`config.mk`:
```
export PLATFORM = sky130hd
export DESIGN_NAME = instrumented_adder_measure
export DESIGN_NICKNAME = d
export VERILOG_FILES = /design/src/rtl/instrumented_adder_pkg.sv /design/src/rtl/sync_edge_detect.sv /design/src/rtl/instrumented_adder_measure.sv
export SDC_FILE = /design/constraint.sdc
export NUM_CORES = 1
export LEC_CHECK = 0
export CAP_MARGIN = 20
export CORE_ASPECT_RATIO = 1.1
export CORE_MARGIN = 3
export CORE_UTILIZATION = 40
export DETAILED_ROUTE_END_ITERATION = 10
export GPL_ROUTABILITY_DRIVEN = 0
export PLACE_DENSITY = 0.71
export SLEW_MARGIN = 20
export SYNTH_ARGS = -nofsm -noshare
export SYNTH_HDL_FRONTEND = slang
export SYNTH_SLANG_ARGS = --single-unit
```
`constraint.sdc`:
```
create_clock -name wb_clk_i -period 2.4 [get_ports wb_clk_i]
set_input_delay 0.48 -clock wb_clk_i [delete_from_list [all_inputs] [get_ports wb_clk_i]]
set_output_delay 0.48 -clock wb_clk_i [all_outputs]
set_load 0.02 [all_outputs]
```
`src/rtl/instrumented_adder_pkg.sv`:
```
// Shared definitions for the instrumented-adder measurement controller.
//   state_e      : measurement FSM states
//   DRAIN_CYCLES : clocks allowed for late chain edges to clear the synchroniser
//   DEF_*        : default widths used by the controller parameters
package instrumented_adder_pkg;

  localparam int unsigned DEF_WIDTH    = 32;
  localparam int unsigned DEF_COUNT_W  = 24;
  localparam int unsigned DRAIN_CYCLES = 3;

  typedef enum logic [2:0] {
    ST_IDLE,
    ST_SETTLE,
    ST_COUNT,
    ST_DRAIN,
    ST_DONE
  } state_e;

endpackage

```
`src/rtl/sync_edge_detect.sv`:
```
// Two-flop synchroniser followed by a rising-edge detector.
//   clk_i   : destination clock
//   rst_ni  : asynchronous active-low reset, clears all flops
//   d_i     : asynchronous input level
//   pulse_o : one-clock pulse on each synchronised 0->1 transition
module sync_edge_detect (
  input  logic clk_i,
  input  logic rst_ni,
  input  logic d_i,
  output logic pulse_o
);

  logic meta_q;
  logic sync_q;
  logic prev_q;

  always_ff @(posedge clk_i or negedge rst_ni) begin
    if (!rst_ni) begin
      meta_q <= 1'b0;
      sync_q <= 1'b0;
      prev_q <= 1'b0;
    end else begin
      meta_q <= d_i;
      sync_q <= meta_q;
      prev_q <= sync_q;
    end
  end

  assign pulse_o = sync_q & ~prev_q;

endmodule

```
`src/rtl/instrumented_adder_measure.sv`:
```
// Measurement controller for the instrumented adder.
// Latches LA operands into the adder, captures the settled sum, then opens
// the ring/chain path for gate_cycles clocks and counts chain_out edges.
//   wb_clk_i / wb_rst_n : clock, asynchronous active-low reset
//   start               : LA level, rising edge launches a measurement
//   gate_cycles         : ring-enable window in clocks (sampled at SETTLE exit)
//   a_in, b_in          : operands from LA       -> a_out, b_out to the adder
//   sum_in              : adder sum              -> sum_out (captured)
//   chain_in            : async chain_out        -> count (captured edge count)
//   chain_en            : ring/chain enable to the adder
//   busy, done          : measurement in progress / results valid
module instrumented_adder_measure
  import instrumented_adder_pkg::*;
#(
  parameter int unsigned WIDTH         = DEF_WIDTH,
  parameter int unsigned COUNT_W       = DEF_COUNT_W,
  parameter int unsigned GATE_W        = 16,
  parameter int unsigned SETTLE_CYCLES = 4
) (
  input  logic               wb_clk_i,
  input  logic               wb_rst_n,
  input  logic               start,
  input  logic [GATE_W-1:0]  gate_cycles,
  input  logic [WIDTH-1:0]   a_in,
  input  logic [WIDTH-1:0]   b_in,
  input  logic [WIDTH-1:0]   sum_in,
  input  logic               chain_in,
  output logic [WIDTH-1:0]   a_out,
  output logic [WIDTH-1:0]   b_out,
  output logic               chain_en,
  output logic [WIDTH-1:0]   sum_out,
  output logic [COUNT_W-1:0] count,
  output logic               busy,
  output logic               done
);

  localparam int unsigned SW = $clog2(SETTLE_CYCLES + DRAIN_CYCLES);
  localparam int unsigned TW = (GATE_W > SW) ? GATE_W : SW;

  state_e             state_q, state_d;
  logic [TW-1:0]      timer_q, timer_d;
  logic [WIDTH-1:0]   a_q, a_d, b_q, b_d, sum_q, sum_d;
  logic [COUNT_W-1:0] cnt_q, cnt_d, count_q, count_d;
  logic               start_pulse;
  logic               chain_pulse;

  sync_edge_detect u_start_sync (
    .clk_i  (wb_clk_i),
    .rst_ni (wb_rst_n),
    .d_i    (start),
    .pulse_o(start_pulse)
  );

  sync_edge_detect u_chain_sync (
    .clk_i  (wb_clk_i),
    .rst_ni (wb_rst_n),
    .d_i    (chain_in),
    .pulse_o(chain_pulse)
  );

  always_ff @(posedge wb_clk_i or negedge wb_rst_n) begin
    if (!wb_rst_n) begin
      state_q <= ST_IDLE;
      timer_q <= '0;
      a_q     <= '0;
      b_q     <= '0;
      sum_q   <= '0;
      cnt_q   <= '0;
      count_q <= '0;
    end else begin
      state_q <= state_d;
      timer_q <= timer_d;
      a_q     <= a_d;
      b_q     <= b_d;
      sum_q   <= sum_d;
      cnt_q   <= cnt_d;
      count_q <= count_d;
    end
  end

  always_comb begin
    state_d = state_q;
    timer_d = timer_q;
    a_d     = a_q;
    b_d     = b_q;
    sum_d   = sum_q;
    cnt_d   = cnt_q;
    count_d = count_q;

    // Edges keep counting through DRAIN; the saturating increment is applied
    // before the capture below so an edge on the final DRAIN clock is kept.
    if (chain_pulse && (state_q == ST_COUNT || state_q == ST_DRAIN) && (cnt_q != '1)) begin
      cnt_d = cnt_q + COUNT_W'(1);
    end

    case (state_q)
      ST_IDLE, ST_DONE: begin
        if (start_pulse) begin
          a_d     = a_in;
          b_d     = b_in;
          cnt_d   = '0;
          timer_d = TW'(SETTLE_CYCLES - 1);
          state_d = ST_SETTLE;
        end
      end
      ST_SETTLE: begin
        if (timer_q == '0) begin
          sum_d = sum_in;
          if (gate_cycles == '0) begin
            timer_d = TW'(DRAIN_CYCLES - 1);
            state_d = ST_DRAIN;
          end else begin
            timer_d = TW'(gate_cycles) - TW'(1);
            state_d = ST_COUNT;
          end
        end else begin
          timer_d = timer_q - TW'(1);
        end
      end
      ST_COUNT: begin
        if (timer_q == '0) begin
          timer_d = TW'(DRAIN_CYCLES - 1);
          state_d = ST_DRAIN;
        end else begin
          timer_d = timer_q - TW'(1);
        end
      end
      ST_DRAIN: begin
        if (timer_q == '0) begin
          count_d = cnt_d;
          state_d = ST_DONE;
        end else begin
          timer_d = timer_q - TW'(1);
        end
      end
      default: state_d = ST_IDLE;
    endcase
  end

  assign a_out    = a_q;
  assign b_out    = b_q;
  assign sum_out  = sum_q;
  assign count    = count_q;
  assign chain_en = (state_q == ST_COUNT);
  assign busy     = (state_q == ST_SETTLE) || (state_q == ST_COUNT) || (state_q == ST_DRAIN);
  assign done     = (state_q == ST_DONE);

endmodule
```
==> out/results.tsv, run 1 <==
stage	metric	value	unit
power_and_ir_drop	pwr_density_cell	536.6	mW/mm^2
power_and_ir_drop	intPower	4.437	mW
synth	synth_cells	680	
synth	ys_seq_elements	169	
synth	synth_area	0.007503	mm^2
worst_setup_path	slowest_delay	0.48	ns
power_and_ir_drop	total_power	5.845	mW
timing	hold_viol	0	
power_and_ir_drop	swShare	0.2409	
floorplanning	io_pins	239	
floorplanning	core.rowCount	51	
clocking	clockBufferDepth	2	
synth	yosys-top-cells-area	dfrtp_1, mux2_2, nand2_1, nor2_1, xnor2_1	
synth	synth_edf_count	0	
detailed_routing	dr.first_iter.drc_count	236	
global_routing	grt.total_usage	0.2001	
worst_hold_path	hp-class	flip-flop to flip-flop	
finish	drive_above_1_share	0.1598	
global_routing	grt_pass1_vias	6177	
detailed_routing	dr.pass1.iters	4	
timing	tns	0	ns
flow_run	drv_cap	0	
clocking	clock_latency	0.44	ns
detailed_routing	via_count	5857	
place	post-dp-hpwl	14530	um
global_routing	grt_max_degree	73	
power_and_ir_drop	pwr-share-clk	0.459	
finish	multi_input_area	0.003065	mm^2
timing	max_slew.worst_pin.slew	0.4824	ns
finish	regArea	0.004229	mm^2
floorplanning	die_x	136.6	um
detailed_routing	vias_per_cell	4.926	
synth	synth_nets	800	
clocking	cts_setup_buffers	0	
detailed_routing	drc	0	
synth	yosysUniqueCellTypes	60	
clocking	cts_num_sinks	169	
timing	report.final.setup_viol	0	
finish	fin_nets	1058	
clocking	cts_tree	yes	
synth	synthArstFlopShare	1.000	
timing	skew	0.01671	ns
worst_setup_path	critPathSlowestCell	dfrtp_1	
finish	fillerInstances	1524	
timing	slew_headroom	0.6766	
worst_setup_path	crit_type	flip-flop to output pin	
floorplanning	core	0.01806	mm^2
power_and_ir_drop	p_leak	4.786	nW
worst_setup_path	crit_arrival	1.82	ns
clocking	htreeDepth	4	
power_and_ir_drop	ir_worst_vdd	0.4712	mV
global_routing	grt_pass1_wl	31900	um
global_routing	overflow	0	
floorplanning	initial_utilization	0.4155	
worst_setup_path	cp-start-kind	flip-flop	
detailed_routing	wire_per_inst	16.42	um
timing	grt_setup_unrepaired	no	
synth	synthFlopType	dfrtp_1	
timing	drv_slew	0	
power_and_ir_drop	switching_power	1.408	mW
synth	yosysWarnings	0	
timing	period_minus_slack	2.305	ns
power_and_ir_drop	power_frac_comb	0.053	
synth	seq_area_frac_synth	0.5636	
power_and_ir_drop	seq_power_share	0.488	
finish	diodes	0	
clocking	clk_pin_slew_worst_paths	0.07	ns
worst_setup_path	crit_fanout	7	
synth	synth_top_area_share	0.5636	
floorplanning	fp.dieH	149.6	um
finish	area_growth	45.17	%
synth	avgSynthCellArea	11.03	um^2
worst_setup_path	crit_required	1.92	ns
detailed_routing	ant_nets	0	
timing	finalCritPeriodShare	0.9602	
synth	yosys.cell_count.top_type	dfrtp_1	
timing	timing.fmax	0.4339	GHz
worst_setup_path	crit_chain	nor2_1 -> or2_2 -> inv_1 -> dlygate4sd2_1	
clocking	cts_buffers	17	
run_status	status	complete, no violations	
place	port_buffers	238	
global_routing	antenna_found_initial	0	
synth	yosys.area.top_type	dfrtp_1	
synth	synth_common_cells	dfrtp_1, nand2_1, mux2_2	
floorplanning	dieArea	0.02044	mm^2
detailed_routing	drt-total-wl	19530	um
worst_setup_path	endpoint_kind	output pin	
clocking	root_buffer	clkbuf_16	
==> cells in the final DEF, fill, tap and decap left out, types with 5 or more instances in the layout <==
| master | Yosys | final |
|---|---|---|
| nor3_1 | 12 | 11 |
| buf_4 | 1 | 24 |
| and4_1 | 7 | 7 |
| nand3_1 | 16 | 16 |
| nor2_1 | 52 | 51 |
| inv_8 | 0 | 5 |
| nor4_1 | 7 | 7 |
| buf_12 | 0 | 6 |
| dfrtp_1 | 169 | 169 |
| xnor2_1 | 22 | 22 |
| xor2_1 | 20 | 20 |
| a21oi_1 | 8 | 8 |
| o22ai_1 | 9 | 9 |
| a22o_1 | 8 | 8 |
| nand4_1 | 8 | 8 |
| o21ai_1 | 20 | 20 |
| inv_1 | 8 | 8 |
| o21ai_0 | 14 | 14 |
| mux2_2 | 64 | 64 |
| clkdlybuf4s50_1 | 0 | 234 |
| clkbuf_16 | 0 | 17 |
| nand2_1 | 143 | 143 |
==> sequential cells by signal, indices dropped and copies added, names as in the netlist <==
| register | flops |
|---|---|
| sum_out | 32 |
| u_start_sync.sync_q | 1 |
| state_q | 3 |
| timer_q | 16 |
| u_start_sync.meta_q | 1 |
| b_out | 32 |
| u_chain_sync.meta_q | 1 |
| cnt_q | 24 |
| u_start_sync.prev_q | 1 |
| a_out | 32 |
| u_chain_sync.prev_q | 1 |
| count | 24 |
| u_chain_sync.sync_q | 1 |
==> repair_timing <==
item                       in CTS  in global routing
setup endpoints to repair       3                  0
hold endpoints to repair       43                  0
hold buffers                    1                  0
gates resized for setup         3                  0
==> power by group through the flow <==
stage	logic, mW	clock network, mW	registers, mW
after floorplan	0.0258	0	2.91
after global placement	0.311	0	2.91
after detailed placement	0.314	0	2.91
after CTS	0.316	2.76	2.85
after global routing	0.338	2.88	2.85
final	0.309	2.68	2.85
==> worst max-delay path, delay by kind of cell, from the launching register on <==
kind / cells / cell delay [ns]
buffers and inverters: 2 / 0.45
AND/OR/NAND/NOR: 2 / 0.46
flip-flops: 1 / 0.48
==> stage by stage <==
stage	instance area, um^2	utilization	setup slack [ns]	instances	hold WS [ns]
floorplan	7503	-	0.4878	680	0.1844
global placement	10310	0.5707	0.07542	1156	0.3374
detailed placement	10310	0.5707	0.004796	1156	0.3355
CTS	10890	0.6032	0.07001	1189	0.3505
global route	10890	0.6032	0.002008	1189	0.3553
finish	10890	0.6032	0.09542	1189	0.3515
==> routing by layer <==
metal	vias to the layer above	share of wire	wire, um	GRT usage
met4	0	0.016	304	0.06855
met3	21	0.087	1697	0.08003
met5	-	0	0	0
met2	183	0.50	9784	0.3279
li1	2854	-	-	-
met1	2799	0.40	7742	0.2393
==> kinds of logic after synthesis <==
group,synth area share
xor gates and xnor gates,0.04902
buffers and inverters,0.02885
adders and majority gates,0.006670
and+or+nand+nor,0.1844
AOI/OAI and AO/OA,0.06870
DFF,0.5636
muxes,0.09872
==> worst paths after layout <==
kind	start	end	slack (ns)	depth (start not counted)
worst min register to register	u_start_sync.meta_q	u_start_sync.sync_q	0.35	0
min in group asynchronous	wb_rst_n	count[4]	0.55	2
worst max register to register	timer_q[1]	count[9]	0.25	8
worst max-delay path	state_q[0]	busy	0.1	4
max in group asynchronous	wb_rst_n	cnt_q[15]	1.21	3
worst min-delay path	u_start_sync.meta_q	u_start_sync.sync_q	0.35	0
==> area by class of cell <==
cell class,count,area share
multi-input combinational,473,0.2814
clock buffer,17,0.03905
sequential,169,0.3882
tap,238,0.02734
inverter,8,0.002757
clock inverter,15,0.01424
timing repair buffer,269,0.2470
Power figures use the tool's default switching activity.
==> run 2: changes to the inputs <==
SYNTH_HIERARCHICAL = 1   (was default)
==> run 2 against run 1 <==
  * Die area down 0.88%
  * Global-route usage up 0.31 points
  * Setup slack better by 0.024 ns
  * Critical endpoint unchanged
==> out/results.tsv, run 2 <==
stage	metric	value	unit	change
run_status	status	complete, no violations		
synth	synthMuxAreaShare	0.05133		-0.04739
detailed_routing	via_count	6270		+7.1%
synth	synth_common_cells	nand2_1, dfrtp_1, nor2_1		
timing	drv_slew	0		unchanged
clocking	clk_pin_slew_worst_paths	0.07	ns	about the same
power_and_ir_drop	pwr_density_cell	532.8	mW/mm^2	-0.71%
timing	tns	0	ns	unchanged
global_routing	grtUsageMet1	0.2456		+0.006328
finish	fin_nets	1133		+7.1%
timing	timing.fmax	0.4385	GHz	+1.1%
timing	period_minus_slack	2.280	ns	-0.02415 ns
floorplanning	initial_utilization	0.4132		-0.002351
synth	synth_nets	863		+7.9%
finish	multi_input_area	0.003053	mm^2	-0.41%
global_routing	overflow	0		unchanged
finish	drive_above_1_share	0.1267		-0.03313
timing	grt_setup_unrepaired	no		
detailed_routing	drc	0		unchanged
place	port_buffers	238		unchanged
finish	fin_util	0.6100		+0.006798
place	post-dp-hpwl	14710	um	+1.2%
synth	avgSynthCellArea	10.01	um^2	-9.3%
finish	area_growth	47.64	%	
synth	synth_fa_ha_area_frac	0.006732		+0.00006174
timing	whs	0.01944	ns	-0.3321 ns
synth	synthXorXnorAreaFrac	0.05066		+0.001632
power_and_ir_drop	total_power	5.848	mW	about the same
floorplanning	dieArea	0.02026	mm^2	-0.88%
global_routing	grt_pass1_wl	32720	um	+2.6%
flow_run	drv_cap	0		unchanged
clocking	htreeDepth	4		unchanged
clocking	cts_num_sinks	169		unchanged
synth	yosysWarnings	6		+6
synth	yosys.cell_count.top_type	nand2_1		
synth	synth_cells	743		+9.3%
synth	synth_area	0.007435	mm^2	-0.92%
synth	synthArstFlopShare	1.000		unchanged
worst_setup_path	cp-start-kind	flip-flop		
floorplanning	core	0.01799	mm^2	-0.35%
floorplanning	die_x	136.0	um	-0.44%
floorplanning	fp.dieH	149.0	um	-0.44%
finish	fillerInstances	1531		+0.46%
global_routing	grt_max_degree	64		-12%
synth	yosys-top-cells-area	dfrtp_1, nand2_1, mux2_2, xor2_1, nor2_1		
synth	synth_edf_count	0		unchanged
power_and_ir_drop	ir_worst_vdd	0.4875	mV	+3.4%
global_routing	busiest_layer	met2		
timing	report.final.setup_viol	0		unchanged
clocking	postCtsHoldBufs	0		-1
clocking	clock_latency	0.42	ns	-0.02 ns
synth	synth-compound-area-share	0.06311		-0.005591
timing	max_slew.worst_pin.slew	0.6987	ns	+0.2163 ns
worst_setup_path	endpoint_kind	output pin		
clocking	clockBufferDepth	2		unchanged
finish	final_common_cell	clkdlybuf4s50_1		
global_routing	met2_usage	0.3396		+0.01173
detailed_routing	dr.pass1.iters	4		unchanged
global_routing	met3_usage	0.07220		-0.007827
global_routing	antenna_found_initial	0		unchanged
finish	diodes	0		unchanged
synth	yosys.area_share.simple	0.2349		+0.05051
timing	skew	0.01020	ns	-0.006503 ns
worst_setup_path	crit_type	flip-flop to output pin		
clocking	cts_tree	yes		
place	dpl_cell_area	0.01037	mm^2	+0.59%
finish	design_area	0.01098	mm^2	+0.77%
synth	yosys.area.top_type	dfrtp_1		
synth	ys_seq_elements	169		unchanged
finish	final_cell_mix	clkdlybuf4s50_1, nand2_1, dfrtp_1		
synth	synth_top_family_by_area	simple AND/OR/NAND/NOR gates		
floorplanning	core.rowCount	51		unchanged
global_routing	grt.total_usage	0.2033		+0.003140
clocking	cts_buffers	17		unchanged
detailed_routing	ant_nets	0		unchanged
global_routing	grt_pass1_vias	6395		+3.5%
detailed_routing	wire_per_inst	15.91	um	-3.1%
floorplanning	io_pins	239		unchanged
timing	finalCritPeriodShare	0.9502		-0.01006
worst_hold_path	hp-class	primary input to async pin		
detailed_routing	vias_per_cell	4.960		+0.70%
synth	synthFlopType	dfrtp_1		
detailed_routing	dr.first_iter.drc_count	382		+62%
synth	seq_area_frac_synth	0.5688		+0.005217
power_and_ir_drop	p_leak	4.860	nW	+1.5%
timing	slew_headroom	0.5342		-0.1425
detailed_routing	drt-total-wl	20110	um	+3.0%
synth	yosysUniqueCellTypes	54		-10%
worst_setup_path	crit_required	1.92	ns	about the same
worst_setup_path	crit_fanout	8		+1
timing	hold_viol	0		unchanged
finish	regArea	0.004229	mm^2	unchanged
synth	synth_top_area_share	0.5688		+0.005217
worst_setup_path	crit_arrival	1.80	ns	-0.02 ns
clocking	root_buffer	clkbuf_16		
run 2: cell types whose count changed in the layout (fill, tap and decap cells not counted), sizes merged, moves of 4 or more:
cell	delta
nor2	-5
nor4	-4
nand2	+92
or2	-5
nand3	+5
nand2b	-4
buf	+17
mux2	-31
nor3	+4
run 2: metal layers:
metal	part of all wire	vias up	wire [um]
li1	-	3022	-
met1	0.40	3023	7981
met2	0.50	197	10150
met3	0.076	28	1532
met4	0.022	0	450
met5	0	-	0
run 2: path summary, 6_finish.rpt:
check	slack, ns	end	cells past startpoint	startpoint
max in group asynchronous	1.71	sum_out[9]	2	wb_rst_n
worst min-delay path	0.02	timer_q[8]	1	wb_rst_n
worst max register to register	0.15	sum_out[0]	7	timer_q[0]
worst min register to register	0.35	u_start_sync/sync_q	0	u_start_sync/meta_q
min in group wb_clk_i	0.35	u_start_sync/sync_q	0	u_start_sync/meta_q
worst max-delay path	0.12	busy	3	state_q[2]
run 2: through the flow:
step | worst slack, ns | cells
finish | 0.1196 | 1264
global route | 0.003713 | 1264
floorplan | 0.1486 | 743
CTS | 0.04804 | 1264
detailed placement | -0.3082 | 1232
global placement | -0.2803 | 1232
run 2: worst max-delay path, cell delays in order (launching register included):
cell,delay (ns)
dfrtp_1,0.40
buf_4,0.18
nor2_1,0.13
clkdlybuf4s50_1,0.67
run 2: power by group:
part	total, mW	internal (mW)	switching [mW]	leakage (nW)
clock	2.68	1.43	1.25	0.282
sequential	2.85	2.85	0.00261	1.99
combinational	0.314	0.203	0.111	2.59
total	5.85	4.49	1.36	4.86
run 2: kinds of logic (layout without fill, tap and decap cells):
logic type | count (synthesis) | count (layout)
DFF | 169 | 169
and+or+nand+nor | 377 | 377
buffers and inverters | 41 | 324
AOI/OAI and AO/OA | 75 | 75
xor gates and xnor gates | 43 | 43
adders and majority gates | 4 | 4
muxes | 34 | 34
run 2: final cells by class:
type                    count  share of cell area
multi-input cells         533              0.2781
clock buffers              19             0.04126
flip-flops and latches    169              0.3853
clock inverters            13             0.01174
well taps                 238             0.02713
repair buffers            285              0.2541
inverters                   7            0.002394
run 2: repair_timing:
item	in CTS	in global routing
resized for setup	0	4
buffers inserted	0	0
hold endpoints to repair	0	0
setup endpoints to repair	0	49
